File: config.mk
export PLATFORM = sky130hd
export DESIGN_NAME = sandbox_frame_bridge
export DESIGN_NICKNAME = d
export VERILOG_FILES = /design/src/rtl/sandbox_frame_pkg.sv /design/src/rtl/sandbox_frame_tx.sv /design/src/rtl/sandbox_frame_bridge.sv
export SDC_FILE = /design/constraint.sdc
export NUM_CORES = 1
export LEC_CHECK = 0
export CAP_MARGIN = 20
export CORE_ASPECT_RATIO = 2
export CORE_UTILIZATION = 40
export CTS_BUF_LIST = sky130_fd_sc_hd__clkbuf_16
export DETAILED_ROUTE_END_ITERATION = 10
export MAX_ROUTING_LAYER = met4
export PLACE_DENSITY_LB_ADDON = 0.3
export REMOVE_ABC_BUFFERS = 1
export SETUP_SLACK_MARGIN = 0.05
export SLEW_MARGIN = 40
export SYNTH_ARGS = -nofsm -noshare
export SYNTH_HDL_FRONTEND = slang
export SYNTH_HIERARCHICAL = 1
export SYNTH_SLANG_ARGS = --single-unit
File: constraint.sdc
create_clock -name masterClock -period 2.5 [get_ports masterClock]
set_clock_uncertainty 0.1 [all_clocks]
set_input_delay 0.375 -clock masterClock [delete_from_list [all_inputs] [get_ports masterClock]]
set_output_delay 0.375 -clock masterClock [all_outputs]
set_load 0.02 [all_outputs]
File: src/rtl/sandbox_frame_pkg.sv
// Shared constants, state encodings and checksum helper for the sandbox frame bridge.
// SANDBOX_FRAME_CHECKSUM_EN adds a trailing XOR byte to frames in both directions.
package sandbox_frame_pkg;

   localparam int FRAME_BYTES = 5;
`ifdef SANDBOX_FRAME_CHECKSUM_EN
   localparam int CSUM_BYTES = 1;
`else
   localparam int CSUM_BYTES = 0;
`endif
   localparam int WIRE_BYTES = FRAME_BYTES + CSUM_BYTES;
   localparam logic [2:0] LAST_IDX = 3'(WIRE_BYTES - 1);

   localparam logic [1:0] RS_IDLE    = 2'd0;
   localparam logic [1:0] RS_COLLECT = 2'd1;
   localparam logic [1:0] RS_PRESENT = 2'd2;
   localparam logic [1:0] RS_WAITREL = 2'd3;

   localparam logic [2:0] TS_IDLE = 3'd0;
   localparam logic [2:0] TS_LOAD = 3'd1;
   localparam logic [2:0] TS_SEND = 3'd2;
   localparam logic [2:0] TS_GAP  = 3'd3;
   localparam logic [2:0] TS_WAIT = 3'd4;

   typedef enum logic [1:0] {
      R_IDLE    = RS_IDLE,
      R_COLLECT = RS_COLLECT,
      R_PRESENT = RS_PRESENT,
      R_WAITREL = RS_WAITREL
   } rx_state_e;

   typedef enum logic [2:0] {
      T_IDLE = TS_IDLE,
      T_LOAD = TS_LOAD,
      T_SEND = TS_SEND,
      T_GAP  = TS_GAP,
      T_WAIT = TS_WAIT
   } tx_state_e;

   function automatic logic [7:0] frame_xor(input logic [39:0] f);
      return f[39:32] ^ f[31:24] ^ f[23:16] ^ f[15:8] ^ f[7:0];
   endfunction

endpackage

File: src/rtl/sandbox_frame_tx.sv
// TX framing: edge-detects transmitData, snapshots status/outputData, serializes to UART.
// SANDBOX_FRAME_CHECKSUM_EN appends the XOR of the five payload bytes.
module sandbox_frame_tx
   import sandbox_frame_pkg::*;
(
   input  logic        masterClock,
   input  logic        reset,
   input  logic        transmitData,
   input  logic [7:0]  status,
   input  logic [31:0] outputData,
   input  logic        txBusy,
   output logic [7:0]  txByte,
   output logic        txStart
);

   localparam int TX_W = 8 * WIRE_BYTES;

   tx_state_e   ts_q, ts_d;
   logic [TX_W-1:0] sh_q, sh_d;
   logic [2:0]  n_q, n_d;
   logic [7:0]  byte_q, byte_d;
   logic        start_q, start_d;
   logic        td_q;
   logic        rise;
   logic [TX_W-1:0] snap;

`ifdef SANDBOX_FRAME_CHECKSUM_EN
   assign snap = {status, outputData, frame_xor({status, outputData})};
`else
   assign snap = {status, outputData};
`endif

   assign rise = transmitData & ~td_q;

   always_comb begin
      ts_d    = ts_q;
      sh_d    = sh_q;
      n_d     = n_q;
      byte_d  = byte_q;
      start_d = 1'b0;
      unique case (ts_q)
         T_IDLE: if (rise) begin
            sh_d = snap;
            n_d  = 3'd0;
            ts_d = T_LOAD;
         end
         T_LOAD: ts_d = T_SEND;
         T_SEND: if (!txBusy) begin
            byte_d  = sh_q[TX_W-1 -: 8];
            start_d = 1'b1;
            ts_d    = T_GAP;
         end
         // transmitter only raises busy after it has seen txStart
         T_GAP: ts_d = T_WAIT;
         T_WAIT: if (!txBusy) begin
            sh_d = {sh_q[TX_W-9:0], 8'h00};
            n_d  = n_q + 3'd1;
            ts_d = (n_q == LAST_IDX) ? T_IDLE : T_SEND;
         end
         default: ts_d = T_IDLE;
      endcase
   end

   always_ff @(posedge masterClock) begin
      if (!reset) begin
         ts_q    <= T_IDLE;
         sh_q    <= '0;
         n_q     <= '0;
         byte_q  <= '0;
         start_q <= 1'b0;
         td_q    <= 1'b0;
      end else begin
         ts_q    <= ts_d;
         sh_q    <= sh_d;
         n_q     <= n_d;
         byte_q  <= byte_d;
         start_q <= start_d;
         td_q    <= transmitData;
      end
   end

   assign txByte  = byte_q;
   assign txStart = start_q;

endmodule

File: src/rtl/sandbox_frame_bridge.sv
// Host framing bridge: RX frame assembly with clearDR handshake, TX via sandbox_frame_tx.
// SANDBOX_FRAME_CHECKSUM_EN adds the XOR byte and the csumErr pulse output.
module sandbox_frame_bridge
   import sandbox_frame_pkg::*;
#(
   parameter int TIMEOUT_CYCLES = 1000000,
   parameter int TO_WIDTH       = 20
) (
   input  logic        masterClock,
   input  logic        reset,
   input  logic [7:0]  rxByte,
   input  logic        rxValid,
   output logic [7:0]  txByte,
   output logic        txStart,
   input  logic        txBusy,
   output logic        dataReceived,
   output logic [7:0]  control,
   output logic [31:0] inputData,
   input  logic        clearDR,
   input  logic        transmitData,
   input  logic [7:0]  status,
   input  logic [31:0] outputData,
   output logic        overrun,
   output logic        timeoutErr
`ifdef SANDBOX_FRAME_CHECKSUM_EN
   ,output logic       csumErr
`endif
);

   localparam int SH_W = 24 + 8 * CSUM_BYTES;

   rx_state_e rs_q, rs_d;
   logic [2:0]          idx_q, idx_d;
   logic [SH_W-1:0]     sh_q, sh_d;
   logic [7:0]          ctl_q, ctl_d;
   logic [31:0]         dat_q, dat_d;
   logic                dr_q, dr_d;
   logic                ovr_q, ovr_d;
   logic                to_q, to_d;
   logic [TO_WIDTH-1:0] cnt_q, cnt_d;
`ifdef SANDBOX_FRAME_CHECKSUM_EN
   logic [7:0]          cs_q, cs_d;
   logic                ce_q, ce_d;
`endif

   always_comb begin
      rs_d  = rs_q;
      idx_d = idx_q;
      sh_d  = sh_q;
      ctl_d = ctl_q;
      dat_d = dat_q;
      dr_d  = dr_q;
      ovr_d = ovr_q;
      to_d  = 1'b0;
      cnt_d = cnt_q;
`ifdef SANDBOX_FRAME_CHECKSUM_EN
      cs_d  = cs_q;
      ce_d  = 1'b0;
`endif
      unique case (rs_q)
         R_IDLE: if (rxValid) begin
            ctl_d = rxByte;
            idx_d = 3'd1;
            sh_d  = '0;
            cnt_d = '0;
`ifdef SANDBOX_FRAME_CHECKSUM_EN
            cs_d  = rxByte;
`endif
            rs_d  = R_COLLECT;
         end
         R_COLLECT: if (rxValid) begin
            cnt_d = '0;
            idx_d = idx_q + 3'd1;
            sh_d  = {sh_q[SH_W-9:0], rxByte};
`ifdef SANDBOX_FRAME_CHECKSUM_EN
            cs_d  = cs_q ^ rxByte;
`endif
            if (idx_q == LAST_IDX) begin
`ifdef SANDBOX_FRAME_CHECKSUM_EN
               if (rxByte == cs_q) begin
                  dat_d = sh_q;
                  dr_d  = 1'b1;
                  rs_d  = R_PRESENT;
               end else begin
                  ce_d = 1'b1;
                  rs_d = R_IDLE;
               end
`else
               dat_d = {sh_q, rxByte};
               dr_d  = 1'b1;
               rs_d  = R_PRESENT;
`endif
            end
         end else if (cnt_q == TO_WIDTH'(TIMEOUT_CYCLES - 1)) begin
            to_d  = 1'b1;
            cnt_d = '0;
            rs_d  = R_IDLE;
         end else begin
            cnt_d = cnt_q + 1'b1;
         end
         R_PRESENT: begin
            if (rxValid) ovr_d = 1'b1;
            if (clearDR) begin
               dr_d = 1'b0;
               rs_d = R_WAITREL;
            end
         end
         // hold off a new frame until the process drops its acknowledge
         R_WAITREL: begin
            if (rxValid) ovr_d = 1'b1;
            if (!clearDR) rs_d = R_IDLE;
         end
         default: rs_d = R_IDLE;
      endcase
   end

   always_ff @(posedge masterClock) begin
      if (!reset) begin
         rs_q  <= R_IDLE;
         idx_q <= '0;
         sh_q  <= '0;
         ctl_q <= '0;
         dat_q <= '0;
         dr_q  <= 1'b0;
         ovr_q <= 1'b0;
         to_q  <= 1'b0;
         cnt_q <= '0;
`ifdef SANDBOX_FRAME_CHECKSUM_EN
         cs_q  <= '0;
         ce_q  <= 1'b0;
`endif
      end else begin
         rs_q  <= rs_d;
         idx_q <= idx_d;
         sh_q  <= sh_d;
         ctl_q <= ctl_d;
         dat_q <= dat_d;
         dr_q  <= dr_d;
         ovr_q <= ovr_d;
         to_q  <= to_d;
         cnt_q <= cnt_d;
`ifdef SANDBOX_FRAME_CHECKSUM_EN
         cs_q  <= cs_d;
         ce_q  <= ce_d;
`endif
      end
   end

   assign dataReceived = dr_q;
   assign control      = ctl_q;
   assign inputData    = dat_q;
   assign overrun      = ovr_q;
   assign timeoutErr   = to_q;
`ifdef SANDBOX_FRAME_CHECKSUM_EN
   assign csumErr      = ce_q;
`endif

   sandbox_frame_tx u_tx (
      .masterClock  (masterClock),
      .reset        (reset),
      .transmitData (transmitData),
      .status       (status),
      .outputData   (outputData),
      .txBusy       (txBusy),
      .txByte       (txByte),
      .txStart      (txStart)
   );

endmodule
==> flow_summary_export.csv <==
group,metric,value,unit
routing,wirelength,16000,µm
yosys,yosysWarnings,6,
timing,timing.fmax,505,MHz
placement,gp_congestion,0.840,
timing,slew_headroom,50.7,%
yosys,yosysSeqAreaShare,48.4,%
clock_tree,clk_transition_reported_paths,0.07,ns
worst_setup_path,critical_path_class,"primary input to register",
yosys,synthAdderAreaFrac,1.02,%
timing,setup_ws,0.520,ns
yosys,synth_compound_area_share,18.5,%
worst_setup_path,worstPathArrival,2.24,ns
timing,min_period,1.98,ns
clock_tree,post_cts_buffers,0,
placement,place_hpwl,10500,µm
yosys,synth_simple_gate_area_share,20.2,%
routing,drc,0,
timing,slew_violations,0,
timing,setup_viol,0,
cells_and_area,fin_nets,835,
worst_setup_path,cp.required,2.76,ns
floorplanning,rows,63,
routing,drtPass1Iterations,4,
floorplanning,start_util,41.1,%
grt,grt_pass1_vias,5295,
power_and_ir_drop,ir_worst_vdd,422,µV
placement,dpl_worst_slack,0.0969,ns
grt,antenna_found_initial,0,
cells_and_area,utilization,53.1,%
floorplanning,core_area,14900,µm²
power_and_ir_drop,power,0.00568,W
clock_tree,clockBufferDepth,2,
power_and_ir_drop,power.leakage,2.71,nW
run,drv_cap,0,
grt,grt_usage,21.8,%
cells_and_area,fin_cells,984,
clock_tree,cts_resized,0,
yosys,synth_top_area_share,48.4,%
yosys,muxShareOfSynthArea,5.39,%
clock_tree,cts_root_buf,"clkbuf_16",
yosys,synth_xor_area_share,1.57,%
routing,antenna_left,0,
grt,grt_first_pass_wirelength,25900,µm
routing,drtIter0Drc,267,
cells_and_area,layout-drive-gt1-share,8.24,%
timing,rsz0062_at_grt,"false",
routing,via_per_inst,5.41,
yosys,synthFlopType,"dfxtp_1",
worst_setup_path,startpoint_type,"primary input",
outcome,status,"finished, final reports clean",
yosys,synth.area.top_cells,"dfxtp_1, nand2_1, a21oi_1, o221a_1, mux2i_1",
routing,routed-via-count,5326,
timing,hold_viol,0,
yosys,post_synth_num_cell_types,51,
yosys,synth_top_family_by_area,"simple AND/OR/NAND/NOR gates",
grt,gr-total-overflow,0,
floorplanning,die_x,89.5,µm
yosys,netlist_area,6120,µm²
timing,period_share,79.2,%
clock_tree,cts_tree,"yes",
placement,portBuffers,105,
placement,dp.cells,952,
power_and_ir_drop,powerDensity,719,nW/µm²
grt,grt_max_degree,74,
cells_and_area,layout_commonest_cell,"nand2_1",
cells_and_area,n_antenna_cell,0,
clock_tree,clk_latency,0.43,ns
yosys,syn_inst,689,
routing,wire_per_inst,16.3,µm
timing,tightest_slew,0.736,ns
hold_path,holdCritPathClass,"primary input to register",
worst_setup_path,crit_fanout,16,
yosys,synth_edf_count,0,
yosys,async_flop_share,0,%
clock_tree,htree_levels,4,
yosys,ys_ff_latch,148,
floorplanning,die-height,177,µm
clock_tree,cts.sinks,148,
cells_and_area,layout_common_cells,"nand2_1, dfxtp_1, clkdlybuf4s50_1",
yosys,syn_area_per_cell,8.89,µm²
clock_tree,cts_buffers,17,
clock_tree,cts_hold_buf,0,
floorplanning,ios,106,
yosys,synth_top_area_cell,"dfxtp_1",
cells_and_area,area_growth,29.1,%
worst_setup_path,cp-end-kind,"register",
floorplanning,dieArea,15800,µm²
[registers in the layout, summed over array words and instances, names as in the netlist, 3 cells and up, named ones only]
signal and cells:
u_tx/sh_q 40, inputData 32, sh_q 24, cnt_q 20, control 8, u_tx/txByte 8
idx_q 3, u_tx/n_q 3, u_tx/ts_q 3
[worst paths after layout]
| kind | start | to | slack [ns] | cells after the start |
|---|---|---|---|---|
| setup reg to reg | register | cnt_q[19] | 0.55 | 5 |
| hold / removal | reset | u_tx/ts_q[1] | 0.24 | 2 |
| setup / recovery | rxValid | cnt_q[19] | 0.52 | 6 |
| hold reg to reg | sh_q[16] | sh_q[16] | 0.36 | 2 |
[cell type report]
type                       instances  area [µm²]
timing repair buffer             121        1200
sequential                       148        2960
inverter                           7        26.3
clock buffer                      17         425
tap                              195         244
fill                            1352        6990
multi-input combinational        481        2870
clock inverter                    15         173
[power by group]
part | switching (W) | internal (W)
sequential | 0.0000710 | 0.00246
clock | 0.00119 | 0.00136
combinational | 0.000328 | 0.000269
[stage by stage]
stage	setup TNS, ns	cell area [µm²]	hold WS (ns)
after floorplan	-17.46	5850	0.332
after global placement	0	7310	0.337
after detailed placement	0	7310	0.343
after CTS	0	7900	0.234
after global routing	0	7900	0.238
final	0	7900	0.236
[cells by family after synthesis]
kind of cell    count (synthesis)
compound gates                162
xor+xnor                       11
fa+ha+maj                       5
buf+inv                        60
flops                         148
mux                            33
simple gates                  270
[critical path, cell delays in order]
cell             delay [ns]
clkdlybuf4s50_1        0.47
or3b_1                 0.41
or2_1                  0.27
a21oi_4                0.33
a41oi_1                0.21
a31oi_1                0.16
[cell usage after synthesis (2+ instances only)]
cell and instances:
buf_1 3, o221a_2 2, o221a_1 30, nor4_1 2, o31ai_1 2, xnor2_1 4, or3b_1 2, nand3b_1 2
clkbuf_1 34, dfxtp_1 148, inv_1 7, a31oi_1 11, buf_6 9, nor2b_1 3, ha_1 5, a21oi_1 82
nand3_1 43, and2_1 2, and4_1 2, nor2_1 27, nor3_1 2, nand4_1 3, and3_1 5, nor4b_1 2
xor2_1 7, a32o_1 10, nand2_1 159, a41oi_1 3, mux2i_1 33, o21ai_0 14, a21oi_4 2, buf_2 7
nand2b_1 4
[layer usage]
layer	global-route usage, %	routed length (µm)
met4	9.72	367
met5	-	0
met3	5.88	860
met1	22.2	6270
met2	37.9	8510
Note: power is estimated with default switching activity, not from simulation.
